### src/rtl/axis_dist_ram_pkt_fifo.sv
// Single-clock AXI-Stream FIFO held in LUT RAM, carrying full sideband, with optional
// store-and-forward packet mode, whole-packet drop on overflow, fill level and almost-full.
module axis_dist_ram_pkt_fifo #(
  parameter int unsigned DATA_BYTES         = 8,
  parameter int unsigned USER_WIDTH         = 1,
  parameter int unsigned ID_WIDTH           = 1,
  parameter int unsigned DEST_WIDTH         = 1,
  parameter int unsigned DEPTH              = 32,
  parameter bit          PACKET_MODE        = 1'b1,
  parameter bit          ALLOW_BACKPRESSURE = 1'b1,
  parameter bit          OUTPUT_REG         = 1'b1,
  parameter int unsigned ALMOST_FULL_THRESH = DEPTH - 4,
  localparam int unsigned LVL_W             = $clog2(DEPTH) + 1
) (
  input  logic                    clk,
  input  logic                    aresetn,
  input  logic                    s_tvalid,
  output logic                    s_tready,
  input  logic [DATA_BYTES*8-1:0] s_tdata,
  input  logic [DATA_BYTES-1:0]   s_tkeep,
  input  logic                    s_tlast,
  input  logic [USER_WIDTH-1:0]   s_tuser,
  input  logic [ID_WIDTH-1:0]     s_tid,
  input  logic [DEST_WIDTH-1:0]   s_tdest,
  output logic                    m_tvalid,
  input  logic                    m_tready,
  output logic [DATA_BYTES*8-1:0] m_tdata,
  output logic [DATA_BYTES-1:0]   m_tkeep,
  output logic                    m_tlast,
  output logic [USER_WIDTH-1:0]   m_tuser,
  output logic [ID_WIDTH-1:0]     m_tid,
  output logic [DEST_WIDTH-1:0]   m_tdest,
  output logic [LVL_W-1:0]        level,
  output logic                    almost_full,
  output logic                    overflow_drop,
  output logic                    oversize_drop
);

  localparam int unsigned AW = $clog2(DEPTH);
  localparam int unsigned DW = DATA_BYTES * 8;
  localparam logic [LVL_W-1:0] DEPTH_LVL = LVL_W'(DEPTH);
  localparam logic [LVL_W-1:0] PTR_ONE   = LVL_W'(1);

  if ((DEPTH < 4) || (DEPTH > 256) || ((DEPTH & (DEPTH - 1)) != 0)) begin : g_bad_depth
    $error("axis_dist_ram_pkt_fifo: DEPTH must be a power of 2 in the range 4..256");
  end

  typedef struct packed {
    logic [DW-1:0]         data;
    logic [DATA_BYTES-1:0] keep;
    logic                  last;
    logic [USER_WIDTH-1:0] user;
    logic [ID_WIDTH-1:0]   id;
    logic [DEST_WIDTH-1:0] dest;
  } word_t;

  typedef enum logic {
    ST_WRITE = 1'b0,
    ST_DROP  = 1'b1
  } state_t;

  word_t mem [DEPTH];

  logic [LVL_W-1:0] wr_ptr_q, wr_ptr_d;
  logic [LVL_W-1:0] commit_ptr_q, commit_ptr_d;
  logic [LVL_W-1:0] rd_ptr_q, rd_ptr_d;
  state_t           state_q, state_d;
  logic             drop_oversize_q, drop_oversize_d;
  logic             overflow_drop_q, overflow_drop_d;
  logic             oversize_drop_q, oversize_drop_d;
  logic             rst_done_q, rst_done_d;

  logic [LVL_W-1:0] level_w;
  logic             full;
  logic             avail;
  logic             s_ready;
  logic             s_accept;
  logic             ram_we;
  logic             pop;
  logic             m_valid;
  word_t            s_word;
  word_t            rd_word;
  word_t            m_word;

  assign s_word  = {s_tdata, s_tkeep, s_tlast, s_tuser, s_tid, s_tdest};
  assign level_w = wr_ptr_q - rd_ptr_q;
  assign full    = (level_w == DEPTH_LVL);
  assign avail   = (rd_ptr_q != commit_ptr_q);
  assign rd_word = mem[rd_ptr_q[AW-1:0]];

  // Ready stays low until the first clock after reset release; DROP always swallows beats.
  always_comb begin
    s_ready = rst_done_q;
    if (ALLOW_BACKPRESSURE) begin
      s_ready = rst_done_q && ((state_q == ST_DROP) || !full);
    end
  end

  assign s_accept = s_tvalid && s_ready;

  always_comb begin
    state_d         = state_q;
    wr_ptr_d        = wr_ptr_q;
    commit_ptr_d    = commit_ptr_q;
    drop_oversize_d = drop_oversize_q;
    overflow_drop_d = 1'b0;
    oversize_drop_d = 1'b0;
    ram_we          = 1'b0;
    rst_done_d      = 1'b1;
    case (state_q)
      ST_WRITE: begin
        // A full RAM holding only one unfinished packet can never drain: abandon that packet.
        if (PACKET_MODE && full && (commit_ptr_q == rd_ptr_q)) begin
          wr_ptr_d = commit_ptr_q;
          if (s_accept && s_tlast) begin
            oversize_drop_d = 1'b1;
          end else begin
            state_d         = ST_DROP;
            drop_oversize_d = 1'b1;
          end
        end else if (s_accept && full) begin
          if (PACKET_MODE) begin
            wr_ptr_d = commit_ptr_q;
          end
          if (s_tlast) begin
            overflow_drop_d = 1'b1;
          end else begin
            state_d         = ST_DROP;
            drop_oversize_d = 1'b0;
          end
        end else if (s_accept) begin
          ram_we   = 1'b1;
          wr_ptr_d = wr_ptr_q + PTR_ONE;
          if (s_tlast) begin
            commit_ptr_d = wr_ptr_q + PTR_ONE;
          end
        end
      end
      ST_DROP: begin
        if (s_accept && s_tlast) begin
          state_d = ST_WRITE;
          if (drop_oversize_q) begin
            oversize_drop_d = 1'b1;
          end else begin
            overflow_drop_d = 1'b1;
          end
        end
      end
      default: state_d = ST_WRITE;
    endcase
    if (!PACKET_MODE) begin
      commit_ptr_d = wr_ptr_d;
    end
  end

  always_ff @(posedge clk or negedge aresetn) begin
    if (!aresetn) begin
      wr_ptr_q        <= '0;
      commit_ptr_q    <= '0;
      rd_ptr_q        <= '0;
      state_q         <= ST_WRITE;
      drop_oversize_q <= 1'b0;
      overflow_drop_q <= 1'b0;
      oversize_drop_q <= 1'b0;
      rst_done_q      <= 1'b0;
    end else begin
      wr_ptr_q        <= wr_ptr_d;
      commit_ptr_q    <= commit_ptr_d;
      rd_ptr_q        <= rd_ptr_d;
      state_q         <= state_d;
      drop_oversize_q <= drop_oversize_d;
      overflow_drop_q <= overflow_drop_d;
      oversize_drop_q <= oversize_drop_d;
      rst_done_q      <= rst_done_d;
    end
  end

  always_ff @(posedge clk) begin
    if (ram_we) begin
      mem[wr_ptr_q[AW-1:0]] <= s_word;
    end
  end

  if (OUTPUT_REG) begin : g_out_reg
    word_t out_word_q, out_word_d;
    logic  out_valid_q, out_valid_d;
    logic  load;

    // Refill whenever the register is empty or its word is being taken this cycle.
    always_comb begin
      load        = avail && (!out_valid_q || m_tready);
      out_word_d  = out_word_q;
      out_valid_d = out_valid_q;
      if (load) begin
        out_word_d  = rd_word;
        out_valid_d = 1'b1;
      end else if (m_tready) begin
        out_valid_d = 1'b0;
      end
    end

    always_ff @(posedge clk or negedge aresetn) begin
      if (!aresetn) begin
        out_valid_q <= 1'b0;
      end else begin
        out_valid_q <= out_valid_d;
      end
    end

    always_ff @(posedge clk) begin
      out_word_q <= out_word_d;
    end

    assign pop     = load;
    assign m_valid = out_valid_q;
    assign m_word  = out_word_q;
  end else begin : g_out_direct
    assign pop     = avail && m_tready;
    assign m_valid = avail;
    assign m_word  = rd_word;
  end

  assign rd_ptr_d = pop ? (rd_ptr_q + PTR_ONE) : rd_ptr_q;

  assign s_tready      = s_ready;
  assign m_tvalid      = m_valid;
  assign {m_tdata, m_tkeep, m_tlast, m_tuser, m_tid, m_tdest} = m_word;
  assign level         = level_w;
  assign almost_full   = (32'(level_w) >= ALMOST_FULL_THRESH);
  assign overflow_drop = overflow_drop_q;
  assign oversize_drop = oversize_drop_q;

endmodule

### config.mk
export PLATFORM = sky130hd
export DESIGN_NAME = axis_dist_ram_pkt_fifo
export DESIGN_NICKNAME = d
export VERILOG_FILES = /design/src/rtl/axis_dist_ram_pkt_fifo.sv
export SDC_FILE = /design/constraint.sdc
export NUM_CORES = 2
export LEC_CHECK = 0
export CORE_ASPECT_RATIO = 1.75
export CORE_UTILIZATION = 57
export DETAILED_ROUTE_END_ITERATION = 7
export MAX_ROUTING_LAYER = met4
export PLACE_DENSITY = 0.77
export SYNTH_ARGS = -nofsm -noshare
export SYNTH_HDL_FRONTEND = slang
export SYNTH_SLANG_ARGS = --single-unit
### constraint.sdc
create_clock -name clk -period 8.75 [get_ports clk]
set_input_delay 1.75 -clock clk [delete_from_list [all_inputs] [get_ports clk]]
set_output_delay 1.75 -clock clk [all_outputs]
set_load 0.01 [all_outputs]
==> results by group, run 1 <==
Outcome
  • Stop stage: detailed routing (5_2_route)
  • Outcome: stopped before the end
  • Run Error: Error: net471 1 pin not visited #guides = 230

Global route
  • Largest net degree at the start of global routing: 165
  • First-pass GRT wire length: 344.1 mm
  • Vias in the first global route: 46763
  • Initial antenna violation count: 10
  • Total gr overflow: 0
  • Gr usage total: 29.70%

Synthesis
  • Sequential area share after synthesis: 79.30%
  • Avg Cell Area, Syn: 24.66 sq um
  • Async set or reset register ratio after synthesis: 0.9479%
  • Unique cell type count in the Yosys netlist: 44
  • Synthesized instance count: 3882
  • Synth Warn #: 0
  • Mapped Area: 95730 sq um
  • Post-synth EDFFs: 2508
  • Main synth FF type: edfxtp_1
  • #FFs+latches synth: 2532
  • Syn nets: 3973

Placed design
  • Hpwl dp: 116.5 mm
  • Port-buffer cells: 166
  • GP Congestion: 0.8164

Floorplan
  • Initial Utilization: 57.50%
  • Die X: 311.8 um
  • DIE HEIGHT: 544.1 um
  • I/O Pins: 167
  • Std-Cell Rows: 198

Clock tree
  • Clock Path Buffers: 4
  • CTS buffer count: 210
  • Post-CTS Setup Bufs: 0
  • Clk sinks: 2532
  • Htree depth: 4
  • Gates resized, CTS repair: 0
  • Hold_buf cts: 0
  • Clock root buffer: clkbuf_16
==> Yosys cell counts (2+ instances only) <==
master	count	area share (%)
buf_2	61	0.32
mux2_2	2	0.024
clkbuf_1	101	0.40
nand3_1	8	0.042
or3_1	3	0.020
inv_2	2	0.0078
ha_1	10	0.13
xnor2_1	11	0.10
xor2_1	7	0.064
inv_1	12	0.047
nor3_1	5	0.026
mux4_2	760	18
mux2i_1	6	0.063
o22ai_1	2	0.013
nor2_1	37	0.15
a21oi_1	5	0.026
buf_1	28	0.11
nand4_1	4	0.026
o21ai_0	11	0.058
a2bb2oi_1	2	0.018
edfxtp_1	2508	79
dfrtp_1	24	0.63
o21a_1	2	0.016
nand2_1	247	0.97
nand2b_1	3	0.020
and3_1	3	0.020
==> stage by stage <==
step           setup WS, ns  utilization (%)  cells  instance area (sq um)  hold slack, ns
3_5_place_dp          2.901            60.32   6141                 100400          0.4345
5_1_grt               2.422            64.29   6522                 107000          0.4769
3_3_place_gp          2.955            60.32   6141                 100400          0.4351
2_1_floorplan         1.973                -   3882                  95730          0.4129
4_1_cts               2.483            64.28   6512                 107000          0.4483
==> logic make-up after synthesis <==
kind of cell | Yosys count | synth area share (%)
AO/OA/AOI/OAI | 30 | 0.2026
XOR/XNOR | 19 | 0.1817
adder cells (fa/ha/maj) | 11 | 0.1516
buffers and inverters | 205 | 0.8913
flip-flops | 2532 | 79.30
multiplexers | 768 | 17.97
other | 1 | 0.003917
AND/OR/NAND/NOR | 316 | 1.307
==> metal layers <==
layer,global-route usage [%]
met1,36.79
met3,4.564
met4,11.18
met2,49.92
met5,-
==> run 2, diff against run 1 <==
Settings changed: CORE_ASPECT_RATIO 1.75 to unset, CORE_UTILIZATION 57 to 40, MAX_ROUTING_LAYER met4 to unset, PLACE_DENSITY 0.77 to unset, PLACE_DENSITY_LB_ADDON set to 0.15.
==> run 2 against run 1 <==
Compared with the run above: the flow now finishes, with violations (design-rule violations); area after synthesis stayed put; global-route usage is 9.1 points lower; synthesized cell count stayed put.
==> results by group, run 2 <==
Outcome
  • Outcome: complete, but fails checks
  • Failing checks: design-rule violations

Clock tree
  • Skew-Pair Late Insertion Delay: 0.91 ns
  • Clock root buffer: clkbuf_16
  • CTS tree: built
  • Clk sinks: 2532
  • Post-CTS Setup Bufs: 0
  • CTS buffer count: 287
  • Htree depth: 5
  • Hold_buf cts: 0
  • Gates resized, CTS repair: 0
  • Clock Path Buffers: 4
  • Clock slew at reported path FFs: 0.06 ns

STA
  • Crit path time final: 5.974 ns
  • Tightest Pin Transition: 1.350 ns
  • Number of failing hold endpoints at the final stage: 0
  • RSZ-0062 raised after global routing: no
  • Fin crit share: 68.27%
  • Highest clock rate: 0.1674 GHz
  • Hold WS: 0.4544 ns
  • Max Slew Vio Count: 0
  • Setup TNS Final: 0 ns
  • Setup Viol. Count Final: 0
  • Final worst clock skew: 0.04450 ns
  • Max-Slew Margin vs Limit: 9.688%

Synthesis
  • Area contributors post-synth: edfxtp_1 (79%), mux4_2 (18%), nand2_1 (0.97%), dfrtp_1 (0.63%), clkbuf_1 (0.40%)
  • Main synth FF type: edfxtp_1
  • #FFs+latches synth: 2532
  • Top cell type by total area after synthesis: edfxtp_1
  • List of most frequent post-synthesis cells: edfxtp_1 (2508), mux4_2 (760), nand2_1 (247)
  • Synth top area share: 78.67%
  • Synth Warn #: 0
  • Async set or reset register ratio after synthesis: 0.9479%
  • Synthesized instance count: 3882
  • Avg Cell Area, Syn: 24.66 sq um
  • Most numerous cell in the Yosys netlist: edfxtp_1
  • Mapped Area: 95730 sq um
  • Sequential area share after synthesis: 79.30%
  • Unique cell type count in the Yosys netlist: 44
  • Post-synth EDFFs: 2508
  • Syn nets: 3973

Floorplan
  • I/O Pins: 167
  • Die X: 491.2 um
  • Std-Cell Rows: 179
  • Initial Utilization: 40.25%
  • DIE HEIGHT: 491.2 um
  • Core footprint: 237900 sq um
  • Die ar.: 241300 sq um

Drt
  • DRC viols: 44
  • Vias: 42699
  • Drt pass-1 iters: 7
  • DRT Wirelength: 246.4 mm
  • Initial DRC count: 4302
  • Vias per cell: 5.622
  • Routed length per instance: 32.44 um
  • ANT nets after route: 0

Global route
  • Gr usage total: 20.58%
  • Total gr overflow: 0
  • Vias in the first global route: 44925
  • First-pass GRT wire length: 348.5 mm
  • Largest net degree at the start of global routing: 147
  • Initial antenna violation count: 19

Pwr
  • PD cells: 315.2 nW/um^2
  • Pleak: 34.26 nW
  • Peak supply drop: 250.7 uV

Critical path
  • Critical Path RT: 7.00 ns
  • Critical path fanouts, max: 42
  • Crit path arrival time: 4.22 ns
  • Worst setup SP type: flip-flop
  • Critical setup path kind: flip-flop to primary output
  • CP endpoint kind: primary output

Layout
  • Max FFs per register: 2432
  • Ratio of cells with drive above 1 in the final layout: 28.38%
  • Nets@finish: 4315
  • Reg area: 75930 sq um
  • Most frequent cells in the layout: edfxtp_1 (2508), mux4_2 (760), clkbuf_16 (294)
  • Multi-input gate area: 19220 sq um
  • Fillcell total: 19572
  • Most common cell after layout, fill and taps aside: edfxtp_1
  • Area delta synth->final: 15.51%

Run
  • Max-Cap Viols: 0

Worst hold path
  • Worst hold path class: flip-flop to flip-flop

Placed design
  • Port-buffer cells: 166
  • GP Congestion: 0.7218
  • Hpwl dp: 110.0 mm
run 2: cell counts after synthesis:
No cell type changed its count.
run 2: worst paths after layout:
kind                            cells after the start                        start  slack, ns                       to
worst min register to register                      1  drop_oversize_q$_DFFE_PN0P_       0.45  overflow_drop$_DFF_PN0_
min in group asynchronous                           2                      aresetn       1.22  rd_ptr_q[1]$_DFFE_PN0P_
worst min-delay path                                1  drop_oversize_q$_DFFE_PN0P_       0.45  overflow_drop$_DFF_PN0_
worst max register to register                      9      rd_ptr_q[4]$_DFFE_PN0P_       3.43    mem[22][37]$_DFFE_PP_
worst max-delay path                                7      rd_ptr_q[4]$_DFFE_PN0P_       2.78                 s_tready
max in group asynchronous                           2                      aresetn       7.24  rd_ptr_q[2]$_DFFE_PN0P_
run 2: stage by stage:
| stage | cells | worst slack [ns] | util [%] | instance area (sq um) | power (mW) |
|---|---|---|---|---|---|
| after floorplan | 3882 | 1.973 | - | 95730 | 20.77 |
| after global placement | 7102 | 3.238 | 42.79 | 101800 | 23.92 |
| after detailed placement | 7102 | 3.294 | 42.79 | 101800 | 23.91 |
| after CTS | 7592 | 2.686 | 46.49 | 110600 | 35.39 |
| after global routing | 7594 | 2.642 | 46.49 | 110600 | 36.24 |
| final | 7595 | 2.776 | 46.49 | 110600 | 34.86 |
run 2: power by group:
group | internal (mW) | total, mW | switching [mW]
Sequential | 14.1 | 14.5 | 0.438
Combinational | 4.40 | 8.90 | 4.49
Clock | 6.81 | 11.4 | 4.63
Total | 25.3 | 34.9 | 9.57
run 2: cell families (layout without fill, tap and decap cells):
family,Yosys count,in the layout,share of synthesized area (%)
DFF,2532,2532,79.30
muxes,768,768,17.97
and+or+nand+nor,316,316,1.307
buffers and inverters,205,748,0.8913
AOI/OAI and AO/OA,30,30,0.2026
xor gates and xnor gates,19,19,0.1817
adders and majority gates,11,11,0.1516
other,1,4,0.003917
run 2: per-layer routing:
metal  wire length [um]  track usage (%)  vias up  part of all wire (%)
met5                 93                0        -                 0.038
li1                   -                -    17364                     -
met4               4381            4.534       16                   1.8
met1             105900            28.59    23794                    43
met3              12670            3.443      328                   5.1
met2             123300            34.16     1197                    50
run 2: worst max-delay path, cell delays in order (launching register included):
cell	delay (ns)
dfrtp_4	0.90
inv_8	0.39
ha_1	0.46
nor3_1	0.20
a21oi_1	0.08
a2111o_1	0.54
o21a_1	0.22
clkdlybuf4s50_1	0.47
run 2: final cells by class:
class | instances | area share, %
Antenna cell | 3 | 0.006789
Clock buffer | 359 | 6.882
Clock inverter | 131 | 1.087
Inverter | 14 | 0.06110
Multi-Input combinational cell | 1145 | 17.38
Sequential cell | 2532 | 68.66
Tap cell | 3167 | 3.583
Timing Repair Buffer | 244 | 2.338
Power figures use the tool's default switching activity.
